File: src/rtl/vend_pkg.sv
// Shared types and helpers for the vending transaction controller.
package vend_pkg;

  typedef enum logic [1:0] {
    COLLECT  = 2'd0,
    DISPENSE = 2'd1,
    CHANGE   = 2'd2
  } vend_state_t;

  localparam logic [1:0] COIN_NONE = 2'b00;
  localparam logic [1:0] COIN_50   = 2'b01;
  localparam logic [1:0] COIN_100  = 2'b10;
  localparam logic [1:0] COIN_BAD  = 2'b11;

  // Credit value of a coin code in 50-cent units; invalid and idle codes are worth nothing.
  function automatic logic [1:0] coin_value(input logic [1:0] code);
    logic [1:0] v;
    case (code)
      COIN_50:  v = 2'd1;
      COIN_100: v = 2'd2;
      default:  v = 2'd0;
    endcase
    return v;
  endfunction

endpackage

File: src/rtl/vend_timeout.sv
// Inactivity counter: while run is high it counts cycles and fires a
// one-cycle expire pulse in the cycle the count sits at TIMEOUT-1.
module vend_timeout #(
  parameter int TIMEOUT = 1000
) (
  input  logic clk,
  input  logic rst_n,
  input  logic run_i,
  input  logic clear_i,
  output logic expire_o
);

  localparam int TW = (TIMEOUT > 2) ? $clog2(TIMEOUT) : 1;
  localparam logic [TW-1:0] LAST = TW'(TIMEOUT - 1);

  logic [TW-1:0] count_q;
  logic [TW-1:0] count_d;

  assign expire_o = run_i && (count_q == LAST);

  // Next count: clear wins, wrap to zero on expiry, otherwise advance while running.
  always_comb begin
    count_d = count_q;
    if (clear_i || expire_o) begin
      count_d = '0;
    end else if (run_i) begin
      count_d = count_q + TW'(1);
    end
  end

  // Count register with synchronous active-low reset.
  always_ff @(posedge clk) begin
    if (!rst_n) begin
      count_q <= '0;
    end else begin
      count_q <= count_d;
    end
  end

endmodule

File: src/rtl/vend_ctrl.sv
// Vending transaction controller: collects coin credit, runs the dispenser
// handshake, then pays change one 50c unit per hopper acknowledge.
//
// Handshakes: disp_req_o / chg_req_o are high for as long as the FSM sits in
// DISPENSE / CHANGE; each cycle the matching ack is sampled high at a clk edge
// completes one transfer (the whole vend, or one change unit). Requests are
// decoded from the state register only, so acks never combinationally affect
// any output.
module vend_ctrl
  import vend_pkg::*;
#(
  parameter int CW      = 3,
  parameter int PRICE   = 3,
  parameter int TIMEOUT = 1000
) (
  input  logic          clk,
  input  logic          rst_n,
  input  logic [1:0]    coin_i,
  input  logic          cancel_i,
  input  logic          disp_ack_i,
  input  logic          chg_ack_i,
  output logic          disp_req_o,
  output logic          chg_req_o,
  output logic          coin_en_o,
  output logic [CW-1:0] credit_o,
  output logic          vend_done_o,
  output logic          coin_rej_o
);

  localparam logic [CW-1:0] PRICE_C = CW'(PRICE);
  localparam logic [CW-1:0] ONE_C   = CW'(1);

  vend_state_t   state_q, state_d;
  logic [CW-1:0] credit_q, credit_d;
  logic          vend_done_q, vend_done_d;
  logic          coin_rej_q, coin_rej_d;

  logic [CW-1:0] coin_val;
  logic [CW-1:0] sum;
  logic          coin_ok;
  logic          timer_run;
  logic          timer_clear;
  logic          timer_expire;

  // Coins are only accepted while collecting; the sum cannot overflow since
  // credit stays below PRICE in COLLECT and PRICE+2 fits in CW bits.
  assign coin_val = CW'(coin_value(coin_i));
  assign coin_ok  = (state_q == COLLECT) && (coin_val != '0);
  assign sum      = credit_q + coin_val;

  assign timer_run   = (state_q == COLLECT) && (credit_q != '0);
  assign timer_clear = coin_ok || cancel_i || (state_q != COLLECT);

  vend_timeout #(
    .TIMEOUT (TIMEOUT)
  ) u_timeout (
    .clk      (clk),
    .rst_n    (rst_n),
    .run_i    (timer_run),
    .clear_i  (timer_clear),
    .expire_o (timer_expire)
  );

  // Next-state and credit update; a coin always takes priority over cancel and expiry.
  always_comb begin
    state_d     = state_q;
    credit_d    = credit_q;
    vend_done_d = 1'b0;
    coin_rej_d  = (coin_i == COIN_BAD) || ((coin_i != COIN_NONE) && (state_q != COLLECT));
    case (state_q)
      COLLECT: begin
        if (coin_ok) begin
          credit_d = sum;
        end
        if (coin_ok && (sum >= PRICE_C)) begin
          state_d = DISPENSE;
        end else if (cancel_i && (sum != '0)) begin
          state_d = CHANGE;
        end else if (timer_expire && !coin_ok) begin
          state_d = CHANGE;
        end
      end
      DISPENSE: begin
        if (disp_ack_i) begin
          credit_d    = credit_q - PRICE_C;
          vend_done_d = 1'b1;
          state_d     = (credit_q != PRICE_C) ? CHANGE : COLLECT;
        end
      end
      CHANGE: begin
        if (chg_ack_i && (credit_q != '0)) begin
          credit_d = credit_q - ONE_C;
          if (credit_q == ONE_C) begin
            state_d = COLLECT;
          end
        end
      end
      default: begin
        state_d  = COLLECT;
        credit_d = '0;
      end
    endcase
  end

  // State, credit and pulse registers with synchronous active-low reset.
  always_ff @(posedge clk) begin
    if (!rst_n) begin
      state_q     <= COLLECT;
      credit_q    <= '0;
      vend_done_q <= 1'b0;
      coin_rej_q  <= 1'b0;
    end else begin
      state_q     <= state_d;
      credit_q    <= credit_d;
      vend_done_q <= vend_done_d;
      coin_rej_q  <= coin_rej_d;
    end
  end

  assign coin_en_o   = (state_q == COLLECT);
  assign disp_req_o  = (state_q == DISPENSE);
  assign chg_req_o   = (state_q == CHANGE);
  assign credit_o    = credit_q;
  assign vend_done_o = vend_done_q;
  assign coin_rej_o  = coin_rej_q;

endmodule

File: config.mk
export PLATFORM = sky130hd
export DESIGN_NAME = vend_ctrl
export DESIGN_NICKNAME = d
export VERILOG_FILES = /design/src/rtl/vend_pkg.sv /design/src/rtl/vend_timeout.sv /design/src/rtl/vend_ctrl.sv
export SDC_FILE = /design/constraint.sdc
export NUM_CORES = 1
export LEC_CHECK = 0
export CORE_ASPECT_RATIO = 0.75
export CORE_UTILIZATION = 54
export DETAILED_ROUTE_END_ITERATION = 10
export HOLD_SLACK_MARGIN = 0.06
export PLACE_DENSITY = 0.87
export SYNTH_ARGS = -nofsm -noshare
export SYNTH_HDL_FRONTEND = slang
export SYNTH_SLANG_ARGS = --single-unit
File: constraint.sdc
create_clock -name clk -period 2.05 [get_ports clk]
set_input_delay 0.205 -clock clk [delete_from_list [all_inputs] [get_ports clk]]
set_output_delay 0.205 -clock clk [all_outputs]
set_load 0.02 [all_outputs]
==> results <==
## routing by layer
| metal | track usage, % | wire [um] | part of all wire [%] |
|---|---|---|---|
| met1 | 31.73 | 1238 | 43 |
| met2 | 42.65 | 1409 | 49 |
| met3 | 7.099 | 225 | 7.8 |
| met4 | 6.000 | 29 | 1.0 |
| met5 | 0 | 0 | 0 |
## cell type report
cell class | instances | area (sq um) | share of cell area [%]
Clock buffer | 3 | 22.52 | 1.583
Clock inverter | 1 | 5.005 | 0.3518
Inverter | 13 | 48.80 | 3.430
Multi-Input combinational cell | 102 | 750.7 | 52.77
Sequential cell | 17 | 342.8 | 24.10
Tap cell | 24 | 30.03 | 2.111
Timing Repair Buffer | 25 | 222.7 | 15.66
## through the flow
step	cell area [sq um]	worst slack (ps)
6_report	1423	71.28
5_1_grt	1423	0.4037
4_1_cts	1410	17.21
3_3_place_gp	1376	-307.6
2_1_floorplan	1172	59.58
3_5_place_dp	1376	-445.7
## worst min-delay path by stage
stage | start | end | cells after the start
floorplan | rst_n | credit_o[0] | 1
global placement | u_timeout.count_q[9] | u_timeout.count_q[9] | 2
detailed placement | u_timeout.count_q[1] | u_timeout.count_q[1] | 2
CTS | coin_i[1] | coin_rej_o | 4
global route | coin_i[1] | coin_rej_o | 4
finish | coin_i[1] | coin_rej_o | 4
## power breakdown
part | internal (mW) | leakage, nW | total, mW | switching [mW]
Clock | 0.0726 | 0.0177 | 0.178 | 0.106
Sequential | 0.381 | 0.139 | 0.425 | 0.0442
Combinational | 0.414 | 0.444 | 0.951 | 0.537
## cells in the mapped netlist, types with 5 or more instances
cell type,count
dfxtp_1,17
nor2_1,14
ha_1,11
xor2_1,5
nand2_1,6
nand3_1,5
a21oi_1,6
inv_1,13
nor3b_1,5
## placed cells by master (no fill, tap or decap), types with 5 or more instances in the layout
cell type        instances
nand3_1                  5
ha_1                    11
xor2_1                   5
nor2_1                  14
clkdlybuf4s50_1         11
a21oi_1                  5
buf_4                   11
inv_1                   13
dfxtp_1                 15
nor3b_1                  5
nand2_1                  6
## critical path: stages
cell	delay, ps
dlygate4sd2_1	260
inv_1	80
ha_1	160
ha_1	160
inv_1	50
fa_1	370
or2_2	310
a21oi_2	160
nor3b_1	70
o311a_1	320
## state kept, by name, summed over array words and instances (netlist names)
register,count
state_q,2
u_timeout.count_q,10
vend_done_o,1
credit_o,3
coin_rej_o,1
## cells by family after synthesis
logic type,count (synthesis)
and+or+nand+nor,58
buffers and inverters,18
DFF,17
muxes,2
AOI/OAI and AO/OA,21
adders and majority gates,12
xor gates and xnor gates,9
## timing repair
item,in CTS,in global routing
pin swaps,0,0
hold endpoints to repair,0,0
gates resized for setup,4,5
endpoints found under the setup margin,4,5
==> run_summary.xml <==
<?xml version="1.0" encoding="UTF-8"?>
<metrics>
  <group name="synthesis">
    <metric name="ys.flop_type" unit="">dfxtp_1</metric>
    <metric name="syn_inst" unit="">137</metric>
    <metric name="synth-async-reset-ratio" unit="%">0</metric>
    <metric name="yosys.area.top_type" unit="">dfxtp_1</metric>
    <metric name="yosys-mux-area-fraction" unit="%">1.814</metric>
    <metric name="synth_seq_cells" unit="">17</metric>
    <metric name="synth-adder-area-share" unit="%">13.45</metric>
    <metric name="synth-warning-count" unit="">0</metric>
    <metric name="post_synth_and_or_nand_nor_area_fraction" unit="%">28.60</metric>
    <metric name="synth_top_family_by_area" unit="">simple AND/OR/NAND/NOR gates</metric>
    <metric name="synth.distinct_cells" unit="">42</metric>
    <metric name="synth_seq_area_share" unit="%">29.03</metric>
    <metric name="ys_top_cells_by_area" unit="">dfxtp_1 (29%), ha_1 (12%), nor2_1 (4.5%)</metric>
    <metric name="synth-compound-area-share" unit="%">12.06</metric>
    <metric name="synth_edf_count" unit="">0</metric>
    <metric name="post_synth_xor_area_fraction" unit="%">6.724</metric>
    <metric name="synthDominantCellAreaShare" unit="%">29.03</metric>
    <metric name="synth_nets" unit="">156</metric>
    <metric name="syn_avg_cell_area" unit="sq um">8.557</metric>
    <metric name="netlist_area" unit="sq mm">0.001172</metric>
  </group>
  <group name="worst_setup_path">
    <metric name="timing.reg2reg.setup_slack" unit="ps">90</metric>
    <metric name="regToRegEndpoint" unit="">credit_o[2]</metric>
    <metric name="critical_path.max_fanout" unit="">3</metric>
    <metric name="endpoint_kind" unit="">flop</metric>
    <metric name="worst-r2r-cell-count" unit="">7</metric>
    <metric name="worst_setup_path_endpoint" unit="">credit_o[2]</metric>
    <metric name="setup.worst_path.start_class" unit="">primary input</metric>
    <metric name="critPathKind" unit="">in -&gt; reg</metric>
    <metric name="timing.critical_path.arrival" unit="ps">2160</metric>
    <metric name="rr_startpoint" unit="">credit_o[0]</metric>
    <metric name="crit_required" unit="ps">2230</metric>
    <metric name="worst_setup_path_startpoint" unit="">coin_i[1]</metric>
  </group>
  <group name="route">
    <metric name="first_iter_violations" unit="">52</metric>
    <metric name="drc_errors" unit="">0</metric>
    <metric name="tritonroute_pass_1_iters" unit="">4</metric>
    <metric name="wl" unit="um">2903</metric>
    <metric name="total_vias_in_the_final_route" unit="">1104</metric>
    <metric name="viasPerCell" unit="">5.968</metric>
    <metric name="route.detailed.wl_per_inst" unit="um">15.69</metric>
    <metric name="final_antenna_net_count" unit="">0</metric>
  </group>
  <group name="final_layout">
    <metric name="design.final.nets" unit="">181</metric>
    <metric name="final_util" unit="%">70.01</metric>
    <metric name="antenna_cells" unit="">0</metric>
    <metric name="layout-drive-gt1-share" unit="%">16.77</metric>
    <metric name="post_layout_nonfiller_instances" unit="">185</metric>
    <metric name="fill_cells" unit="">162</metric>
    <metric name="area.growth.synth_to_final" unit="%">21.34</metric>
  </group>
  <group name="clock_tree">
    <metric name="cts_made_buffers" unit="">3</metric>
    <metric name="cts-root-buf" unit="">clkbuf_4</metric>
    <metric name="cts.htree.levels" unit="">1</metric>
    <metric name="cts_hold_buffers" unit="">0</metric>
    <metric name="cts.sinks" unit="">17</metric>
    <metric name="cts_tree" unit="">built</metric>
    <metric name="clk_path_buf_depth" unit="">2</metric>
    <metric name="cts_setup_buffers" unit="">0</metric>
    <metric name="insertion_delay" unit="ps">300</metric>
    <metric name="clkTransAtPathRegs" unit="ps">110</metric>
  </group>
  <group name="sta">
    <metric name="slew_headroom" unit="%">75.19</metric>
    <metric name="final.hold.worst_slack" unit="ps">458.1</metric>
    <metric name="rsz_0062_raised_after_global_routing" unit="">no</metric>
    <metric name="fmaxAchievable" unit="MHz">505.4</metric>
    <metric name="clock-skew-final" unit="ps">15.19</metric>
    <metric name="timing.final.crit_period" unit="ps">1979</metric>
    <metric name="total_negative_slack" unit="ps">0</metric>
    <metric name="setup_viol" unit="">0</metric>
    <metric name="fin_crit_sh" unit="%">96.52</metric>
    <metric name="hold_viol_final" unit="">0</metric>
    <metric name="tightestPinTransition" unit="ps">362.7</metric>
    <metric name="drv_slew" unit="">0</metric>
  </group>
  <group name="grt">
    <metric name="vias_in_the_first_global_route" unit="">1067</metric>
    <metric name="number_of_antenna_violations_at_the_first_check_in_global_routing" unit="">0</metric>
    <metric name="grt_first_pass_wirelength" unit="um">4657</metric>
    <metric name="grt_start_max_net_pins" unit="">13</metric>
    <metric name="track_usage" unit="%">25.12</metric>
    <metric name="global_route.overflow_total" unit="">0</metric>
  </group>
  <group name="placement">
    <metric name="dp_wirelength" unit="um">2192</metric>
    <metric name="finalWeightedCongestion" unit="">0.9081</metric>
    <metric name="place.detailed.instances" unit="">181</metric>
    <metric name="placement.io_buffers" unit="">14</metric>
  </group>
  <group name="power">
    <metric name="design_power_total" unit="mW">1.554</metric>
    <metric name="irDropWorstVdd" unit="mV">0.8545</metric>
    <metric name="power.static_leakage" unit="nW">0.6002</metric>
    <metric name="power_per_cell_area" unit="mW/mm^2">1092</metric>
  </group>
  <group name="floorplanning">
    <metric name="dieArea" unit="sq mm">0.002363</metric>
    <metric name="count_of_standard_cell_rows" unit="">14</metric>
    <metric name="pin_count" unit="">15</metric>
    <metric name="dieHeight" unit="um">42.35</metric>
    <metric name="initial_utilization" unit="%">57.70</metric>
    <metric name="die_w" unit="um">55.80</metric>
    <metric name="coreArea" unit="sq mm">0.002032</metric>
  </group>
  <group name="worst_hold_path">
    <metric name="timing.hold.worst.class" unit="">in -&gt; reg</metric>
  </group>
  <group name="run_status">
    <metric name="outcome" unit="">finished, final reports clean</metric>
  </group>
  <group name="flow_run">
    <metric name="cap_violations" unit="">0</metric>
  </group>
</metrics>
Power figures use the tool's default switching activity.
==> variant, RTL diff (same settings) <==
Set the parameter `CW` to 5 (it was 3).
--- a/src/rtl/vend_ctrl.sv
+++ b/src/rtl/vend_ctrl.sv
@@ -10,5 +10,5 @@
   import vend_pkg::*;
 #(
-  parameter int CW      = 3,
+  parameter int CW      = 5,
   parameter int PRICE   = 3,
   parameter int TIMEOUT = 1000
Ports: changed (resized credit_o); port bits go from 15 to 17. No check against the original RTL was run, so the function may have changed too.
==> variant against the unedited design <==
- routed wire length grew 25%
- design area grew 24%
- setup slack lost 16 ps
- power grew 58%
- area after synthesis grew 14%
- sequential cell count grew 2
- via count grew 23%
- critical path type is now reg -> reg
- critical endpoint is now credit_o[4]
==> variant: results (changes against the unedited design) <==
- Buffers on Ports: 16 (+2)
- Critical Path AT: 2250 ps (+90 ps)
- Routability congestion estimate: 0.990 (+9.0%)
- Largest net degree at the start of global routing: 16 (+3)
- Placed cell count: 222 (+23%)
- Via density: 5.95 (-0.26%)
- Gate Count Post-Synth: 158 (+15%)
- Multi-input gates: 125 (+23%)
- Synth unique cells: 47 (+12%)
- Clkbuf count: 4 (+1)
- Max incr delay on CP: 470 ps (+100 ps)
- Largest cells by area after synthesis: dfxtp_1 (28%), ha_1 (10%), nor2_1 (5.9%)
- PwrDens: 1390 mW/mm2 (+27%)
- Top cells by count, synth: nor2_1 (21), dfxtp_1 (19), ha_1 (11), nand2_1 (11), a21oi_1 (8)
- Total Wirelength: 3620 um (+25%)
- Register area share after synthesis: 0.284 (-0.00618)
- Outcome: complete, no violations
- Layout cells sized above 1: 0.268 (+0.100)
- Place WS: -429 ps (+16.5 ps)
- Total GRT Usage: 0.299 (+0.0478)
- First-pass GRT wire length: 5770 um (+24%)
- Cell leakage power: 0.738 nW (+23%)
- Buffering overhead: 0.191 (+0.0345)
- Multi-input gate area: 952 um2 (+27%)
- Post-synthesis compound-gate area fraction: 0.193 (+0.0719)
- Period utilization: 0.973 (+0.00772)
- DRT iter0 DRCs: 67 (+29%)
- FF+latch area: 383 um2 (+12%)
- Nonclk buf count: 39 (+56%)
- VDD IR max: 0.000914 V (+6.9%)
- Clk_lat worst skew: 320 ps (+20 ps)
- Worst-path fanout max: 4 (+1)
- Flops & latches, synth: 19 (+2)
- XOR/XNOR Fraction of Synth Area: 0.0850 (+0.0178)
## variant: path summary, 6_finish.rpt
check        cells past startpoint            startpoint  slack (ps)                    to
max                              7           credit_o[0]          60           credit_o[4]
min reg2reg                      2  u_timeout.count_q[1]         550  u_timeout.count_q[1]
min                              5             coin_i[1]         400            coin_rej_o
max reg2reg                      7           credit_o[0]          60           credit_o[4]
## variant: report_power, final
part | leakage (nW) | total (mW) | internal [mW] | switching, mW
clock | 0.0150 | 0.207 | 0.0764 | 0.131
combinational | 0.567 | 1.72 | 0.826 | 0.891
sequential | 0.155 | 0.525 | 0.440 | 0.0846
total | 0.738 | 2.45 | 1.34 | 1.11
## variant: per-layer routing
layer,vias up,wire length [um],GRT usage
met2,73,1700,0.501
li1,629,-,-
met4,0,85,0.102
met5,-,0,0
met1,640,1520,0.366
met3,15,318,0.0946
## variant: worst register-to-register path, cell delays in order (launching register included)
cell and delay (ps):
dfxtp_2 360, inv_2 60, ha_2 180, or4b_4 470, and3_4 210, o32ai_2 340
o21ai_1 150, a21oi_1 160
